**src/rtl/mc_control_fsm.sv**
```systemverilog
// Multi-cycle MIPS control FSM: sequences the shared memory, ALU, register file and PC, 2-5 cycles per instruction.
// Memory states stall on mem_ready and abort to FETCH with mem_err after MEM_TIMEOUT waiting cycles.
module mc_control_fsm #(
  parameter int CNT_W       = 32,
  parameter int MEM_TIMEOUT = 15
) (
  input  logic             clk,
  input  logic             rst_n,
  input  logic [5:0]       Op,
  input  logic             mem_ready,
  output logic             PCWrite,
  output logic             PCWriteCond,
  output logic             IorD,
  output logic             MemRead,
  output logic             MemWrite,
  output logic             IRWrite,
  output logic             MemToReg,
  output logic             RegDst,
  output logic             RegWrite,
  output logic             ALUSrcA,
  output logic [1:0]       ALUSrcB,
  output logic [2:0]       ALUOp,
  output logic [1:0]       PCSource,
  output logic [3:0]       state,
  output logic             illegal_op,
  output logic             mem_err,
  output logic [CNT_W-1:0] instret
);

  typedef enum logic [3:0] {
    FETCH  = 4'd0,
    DECODE = 4'd1,
    MEMADR = 4'd2,
    MEMRD  = 4'd3,
    MEMWB  = 4'd4,
    MEMWR  = 4'd5,
    EXEC   = 4'd6,
    RWB    = 4'd7,
    BRANCH = 4'd8,
    JUMP   = 4'd9,
    IEXEC  = 4'd10,
    IWB    = 4'd11
  } stateT;

  typedef struct packed {
    logic       pcWrite;
    logic       pcWriteCond;
    logic       iorD;
    logic       memRead;
    logic       memWrite;
    logic       irWrite;
    logic       memToReg;
    logic       regDst;
    logic       regWrite;
    logic       aluSrcA;
    logic [1:0] aluSrcB;
    logic [2:0] aluOp;
    logic [1:0] pcSource;
  } ctrlT;

  localparam logic [5:0] OP_RTYPE = 6'b000000;
  localparam logic [5:0] OP_LW    = 6'b100011;
  localparam logic [5:0] OP_SW    = 6'b101011;
  localparam logic [5:0] OP_BEQ   = 6'b000100;
  localparam logic [5:0] OP_J     = 6'b000010;
  localparam logic [5:0] OP_ADDI  = 6'b001000;
  localparam logic [5:0] OP_ANDI  = 6'b001100;

  localparam int WAIT_W = (MEM_TIMEOUT > 1) ? $clog2(MEM_TIMEOUT) : 1;
  // Timeout fires on the MEM_TIMEOUT-th waiting cycle, when the counter still shows one less.
  localparam logic [WAIT_W-1:0] TO_LAST = WAIT_W'((MEM_TIMEOUT > 0) ? MEM_TIMEOUT - 1 : 0);

  stateT             stateQ;
  stateT             stateD;
  ctrlT              ctrl;
  logic [WAIT_W-1:0] waitCnt;
  logic              memState;
  logic              timeoutHit;
  logic              memErrD;
  logic              illegalD;
  logic              retire;

  assign timeoutHit = (MEM_TIMEOUT != 0) && !mem_ready && (waitCnt == TO_LAST);

  always_comb begin
    stateD   = stateQ;
    ctrl     = '0;
    memState = 1'b0;
    memErrD  = 1'b0;
    illegalD = 1'b0;
    retire   = 1'b0;
    case (stateQ)
      FETCH: begin
        memState      = 1'b1;
        ctrl.memRead  = 1'b1;
        ctrl.aluSrcB  = 2'b01;
        if (mem_ready) begin
          ctrl.irWrite = 1'b1;
          ctrl.pcWrite = 1'b1;
          stateD       = DECODE;
        end else if (timeoutHit) begin
          memErrD = 1'b1;
          stateD  = FETCH;
        end
      end
      DECODE: begin
        ctrl.aluSrcB = 2'b11;
        case (Op)
          OP_RTYPE:         stateD = EXEC;
          OP_LW, OP_SW:     stateD = MEMADR;
          OP_BEQ:           stateD = BRANCH;
          OP_J:             stateD = JUMP;
          OP_ADDI, OP_ANDI: stateD = IEXEC;
          default: begin
            illegalD = 1'b1;
            stateD   = FETCH;
          end
        endcase
      end
      MEMADR: begin
        ctrl.aluSrcA = 1'b1;
        ctrl.aluSrcB = 2'b10;
        stateD       = (Op == OP_LW) ? MEMRD : MEMWR;
      end
      MEMRD: begin
        memState     = 1'b1;
        ctrl.memRead = 1'b1;
        ctrl.iorD    = 1'b1;
        if (mem_ready) begin
          stateD = MEMWB;
        end else if (timeoutHit) begin
          memErrD = 1'b1;
          stateD  = FETCH;
        end
      end
      MEMWB: begin
        ctrl.regWrite = 1'b1;
        ctrl.memToReg = 1'b1;
        retire        = 1'b1;
        stateD        = FETCH;
      end
      MEMWR: begin
        memState      = 1'b1;
        ctrl.memWrite = 1'b1;
        ctrl.iorD     = 1'b1;
        if (mem_ready) begin
          retire = 1'b1;
          stateD = FETCH;
        end else if (timeoutHit) begin
          memErrD = 1'b1;
          stateD  = FETCH;
        end
      end
      EXEC: begin
        ctrl.aluSrcA = 1'b1;
        ctrl.aluOp   = 3'b001;
        stateD       = RWB;
      end
      RWB: begin
        ctrl.regWrite = 1'b1;
        ctrl.regDst   = 1'b1;
        retire        = 1'b1;
        stateD        = FETCH;
      end
      BRANCH: begin
        ctrl.aluSrcA     = 1'b1;
        ctrl.aluOp       = 3'b010;
        ctrl.pcWriteCond = 1'b1;
        ctrl.pcSource    = 2'b01;
        retire           = 1'b1;
        stateD           = FETCH;
      end
      JUMP: begin
        ctrl.pcWrite  = 1'b1;
        ctrl.pcSource = 2'b10;
        retire        = 1'b1;
        stateD        = FETCH;
      end
      IEXEC: begin
        ctrl.aluSrcA = 1'b1;
        ctrl.aluSrcB = 2'b10;
        ctrl.aluOp   = (Op == OP_ANDI) ? 3'b011 : 3'b000;
        stateD       = IWB;
      end
      IWB: begin
        ctrl.regWrite = 1'b1;
        retire        = 1'b1;
        stateD        = FETCH;
      end
      default: stateD = FETCH;
    endcase
  end

  always_ff @(posedge clk or negedge rst_n) begin
    if (!rst_n) begin
      stateQ <= FETCH;
    end else begin
      stateQ <= stateD;
    end
  end

  // Any cycle that is not a stalled memory wait restarts the count, so each memory state entry starts at zero.
  always_ff @(posedge clk or negedge rst_n) begin
    if (!rst_n) begin
      waitCnt <= '0;
    end else if (memState && !mem_ready && !memErrD) begin
      waitCnt <= waitCnt + WAIT_W'(1);
    end else begin
      waitCnt <= '0;
    end
  end

  always_ff @(posedge clk or negedge rst_n) begin
    if (!rst_n) begin
      instret <= '0;
    end else if (retire) begin
      instret <= instret + CNT_W'(1);
    end
  end

  assign PCWrite     = ctrl.pcWrite;
  assign PCWriteCond = ctrl.pcWriteCond;
  assign IorD        = ctrl.iorD;
  assign MemRead     = ctrl.memRead;
  assign MemWrite    = ctrl.memWrite;
  assign IRWrite     = ctrl.irWrite;
  assign MemToReg    = ctrl.memToReg;
  assign RegDst      = ctrl.regDst;
  assign RegWrite    = ctrl.regWrite;
  assign ALUSrcA     = ctrl.aluSrcA;
  assign ALUSrcB     = ctrl.aluSrcB;
  assign ALUOp       = ctrl.aluOp;
  assign PCSource    = ctrl.pcSource;
  assign state       = stateQ;
  assign illegal_op  = illegalD;
  assign mem_err     = memErrD;

endmodule

```
**config.mk**
```make
export PLATFORM = sky130hd
export DESIGN_NAME = mc_control_fsm
export DESIGN_NICKNAME = d
export VERILOG_FILES = /design/src/rtl/mc_control_fsm.sv
export SDC_FILE = /design/constraint.sdc
export NUM_CORES = 1
export LEC_CHECK = 0
export BUFFER_PORTS_ARGS = -buffer_cell sky130_fd_sc_hd__buf_4
export CORE_MARGIN = 3
export CORE_UTILIZATION = 57
export DETAILED_ROUTE_END_ITERATION = 8
export PLACE_DENSITY = 0.89
export SYNTH_ARGS = -nofsm -noshare
export SYNTH_HDL_FRONTEND = slang
export SYNTH_SLANG_ARGS = --single-unit
```
**constraint.sdc**
```tcl
create_clock -name clk -period 3.1 [get_ports clk]
set_input_delay 0.31 -clock clk [delete_from_list [all_inputs] [get_ports clk]]
set_output_delay 0.31 -clock clk [all_outputs]
set_load 0.05 [all_outputs]
```
==> impl_results.rst <==
.. list-table::
   :header-rows: 1

   * - Metric
     - Value
   * - Vias
     - around 2,100
   * - Critical Path Slowest Stage Cell
     - or4_4
   * - Proportion of netlist area held by the largest area contributor
     - 0.4160
   * - Area growth syn-to-layout
     - 22.36%
   * - Delay contributed by the slowest stage of the critical path
     - roughly 0.73 ns
   * - CTS Root Cell
     - clkbuf_8
   * - Global-route wire length before repair
     - roughly 10000 um
   * - Category of cells accounting for the largest share of critical-path delay
     - simple AND/OR/NAND/NOR gates
   * - Net load switching power
     - between 0.001 and 0.0015 W
   * - Number of rows in the core area
     - 22
   * - Post-detailed-route wirelength per cell
     - 16.67 um
   * - Actual slew at the worst max-slew pin
     - between 0.6 and 0.7 ns
   * - Arrival @ worst endpoint
     - approximately 2.5 ns
   * - Cell Pwr Density
     - 752.4 nW/um2
   * - Main area contributors after synthesis
     - dfrtp_1, nor4_2, xor2_1
   * - Resized cells post-CTS
     - 0
   * - Worst hold-check path type
     - primary input to register
   * - Period minus WS final
     - 2.294 ns
   * - Syn Area/Cell
     - slightly below 10 um2
   * - Maximum number of pins on one net before global-route repair
     - between 40 and 50
   * - Summed instance area of the synthesized netlist
     - between 2000 and 2500 um2
   * - Antenna Diode Count
     - 0
   * - Top-Level Pins
     - 64
   * - Clk_skew
     - approximately 0.004 ns
   * - PortBufs
     - between 60 and 70
   * - Number of pins exceeding their max-slew limit in the final report
     - 0
   * - Number of stages on the worst hold path
     - 4
   * - Deepest level of the CTS H-tree
     - 2
   * - CP required
     - 3.33 ns
   * - RSZ-0062 raised after global routing
     - false
   * - Cell depth of the worst flop-to-flop path
     - 4
   * - Total number of clock tree sinks
     - 40
   * - Summed negative setup slack over all endpoints
     - 0 ns
   * - Number of DRC violations after detailed-routing iteration 0
     - around 190
   * - Synth Warn #
     - 0
   * - Category of the critical setup timing path
     - register to register
   * - Ys flop type
     - dfrtp_1
   * - Remaining Overflow, GRT
     - 0
   * - Pint
     - between 0.001 and 0.0015 W
   * - Die Wd
     - a little over 70 um
   * - Worst Path Buf+Inv
     - 0
   * - Final Hold Viols
     - 0
   * - Post-CTS clock slew at the launch and capture registers of the worst setup and hold paths
     - 0.07 ns
   * - Later-pin clock latency in the skew report
     - ~0.30 ns
   * - Weighted congestion at the end of routability-driven global placement
     - 0.8742
   * - Leakage
     - roughly 1.1 nW
   * - Number of optimization iterations in the first detailed-route pass
     - 4
   * - Detailed Place HPWL
     - around 4200 um
   * - Number of buffers created by CTS
     - 5
   * - Worst slew margin relative to its limit
     - 0.5733
   * - All-layer global routing usage
     - 0.2478
   * - Critical path capture point type
     - register
   * - Async S/R FF share, synth
     - 1.000
   * - Clock buffer depth
     - 2
   * - Instance count on the critical path
     - 4
   * - Net count, final
     - 315
   * - Final worst setup slack
     - a little over 0.8 ns
   * - Final Cycle Share
     - 0.7399
   * - TritonCTS clock tree
     - yes
   * - #FFs+latches synth
     - 40
   * - Number of synthesized flops with an enable pin
     - 0
   * - Maxcap violations
     - 0
   * - Unique cell type count in the Yosys netlist
     - 43
   * - Worst-case setup slack after placement
     - about 0.84 ns
   * - Sw Share
     - 0.4993
   * - Share of final-layout standard cells stronger than drive strength 1
     - 0.3059
   * - VDD IR-drop max
     - 0.0006596 V
   * - Vias in the first global route
     - a little over 2,000
   * - Detail Route Antenna Nets
     - 0
   * - Post-synthesis cell count
     - between 200 and 250
   * - Cell accounting for the most synthesized area
     - dfrtp_1
   * - Peak clock frequency supported by timing
     - ~440 MHz
   * - Clock share of power
     - 0.164
   * - Aggregate routed wire length
     - about 5900 um
   * - Combinational fraction of design power
     - 0.507
   * - DIE AREA
     - a little over 5000 um2
   * - Crit Path Max Fanout
     - 22
   * - Core area
     - 3854 um2
   * - Die Y-Extent
     - 70.97 um
   * - Outcome
     - complete, no violations
   * - Sequential group share of total power
     - 0.329
   * - Net Count, Synth
     - 259
   * - Vias per inst
     - roughly 6.1
   * - Initial core utilization
     - 0.6244
   * - Critical path cell sequence
     - nor2b_1 > or4_4 > nor4b_1 > xor2_1
   * - Final setup viols
     - 0
   * - CP startpoint kind
     - register
   * - Initial antenna violation count
     - 0
   * - Total DRC errors in the routed layout
     - 0
   * - Fraction of the yosys area taken by sequential cells
     - 0.4160
-- flip-flops by register name (all words and copies together), names as in the netlist --
register	cells
waitCnt	4
instret	32
state	4
-- cells in the mapped netlist, drive strengths merged (3+ instances only) --
cell type	n
buf	10
a21oi	3
nor3	12
inv	9
xor2	18
o21ai	4
xnor2	17
nand3	16
and3	6
nor2b	6
and4	3
nand2b	5
nor4	19
nand2	16
nand4	13
clkbuf	5
or2	3
nor2	15
ha	3
dfrtp	40
-- power groups by stage --
stage / Clock [W] / Sequential [W] / Combinational, W
global route: 0.000387 / 0.000750 / 0.00120
CTS: 0.000366 / 0.000722 / 0.00113
finish: 0.000364 / 0.000728 / 0.00112
detailed placement: 0 / 0.000732 / 0.00112
floorplan: 0 / 0.000811 / 0.000765
global placement: 0 / 0.000725 / 0.00110
-- cell usage in the layout (no fill, tap or decap), drive strengths merged, types with 2 or more instances in the layout --
master	n
or4	2
buf	63
nor4b	2
a31oi	2
a21oi	3
nand2b	5
and3	6
dfrtp	40
nor2b	6
xor2	18
or2	3
xnor2	17
nand4	13
a32oi	2
clkbuf	8
nor2	15
o21ai	4
ha	3
and4	3
o22ai	2
nand2	16
nor4	19
nor3	12
inv	9
or3	2
nand3	16
-- per-layer routing --
metal / GRT usage / share of wire / vias up
li1: - / - / 993
met1: 0.3333 / 0.42 / 1058
met2: 0.3975 / 0.50 / 78
met3: 0.06534 / 0.072 / 6
met4: 0.06681 / 0.011 / 0
met5: 0 / 0 / -
-- worst paths after layout --
| kind | start | endpoint | slack, ns |
|---|---|---|---|
| setup / recovery | state[0] | instret[17] | 0.81 |
| hold / removal | Op[1] | state[0] | 0.43 |
| setup reg to reg | state[0] | instret[17] | 0.81 |
| hold reg to reg | instret[31] | instret[31] | 0.47 |
| max in group asynchronous | rst_n | instret[10] | 2.24 |
| min in group asynchronous | rst_n | instret[22] | 0.52 |
-- layout make-up --
| cell class | count | area [um2] |
|---|---|---|
| inverter | 9 | 33.78 |
| tap | 48 | 60.06 |
| clock buffer | 8 | 90.09 |
| sequential | 40 | 1001 |
| timing repair buffer | 64 | 483.0 |
| fill | 268 | 909.6 |
| multi-input combinational | 183 | 1276 |
-- what timing repair did --
item / CTS / global route
setup buffers: 0 / 0
hold buffers: 1 / 0
hold endpoints to repair: 40 / 0
endpoints found under the setup margin: 0 / 0
-- stage by stage --
stage          hold slack, ns  std cells  power, W  cell area, um2  utilization
5_1_grt                0.4633        352  0.002333            2944       0.7640
3_3_place_gp           0.3080        343  0.001826            2844       0.7380
6_report               0.4296        352  0.002215            2944       0.7640
2_1_floorplan         0.01441        247  0.001576            2406            -
4_1_cts                0.4277        352  0.002216            2944       0.7640
3_5_place_dp           0.3118        343  0.001855            2844       0.7380
-- cells by family (layout without fill, tap and decap cells) --
kind of cell / Yosys count / count (layout) / synth area share
simple gates: 122 / 122 / 0.3214
flops: 40 / 40 / 0.4160
xor+xnor: 35 / 35 / 0.1274
buf+inv: 24 / 81 / 0.05356
compound gates: 22 / 22 / 0.06449
fa+ha+maj: 3 / 3 / 0.01560
other cells: 1 / 1 / 0.001559
-- worst min-delay path, cell delays in order --
cell and delay (ns):
buf_4 0.11, nand2_1 0.05, o32a_1 0.15, o21ai_0 0.07
No activity file was read; power rests on OpenSTA's default activity.
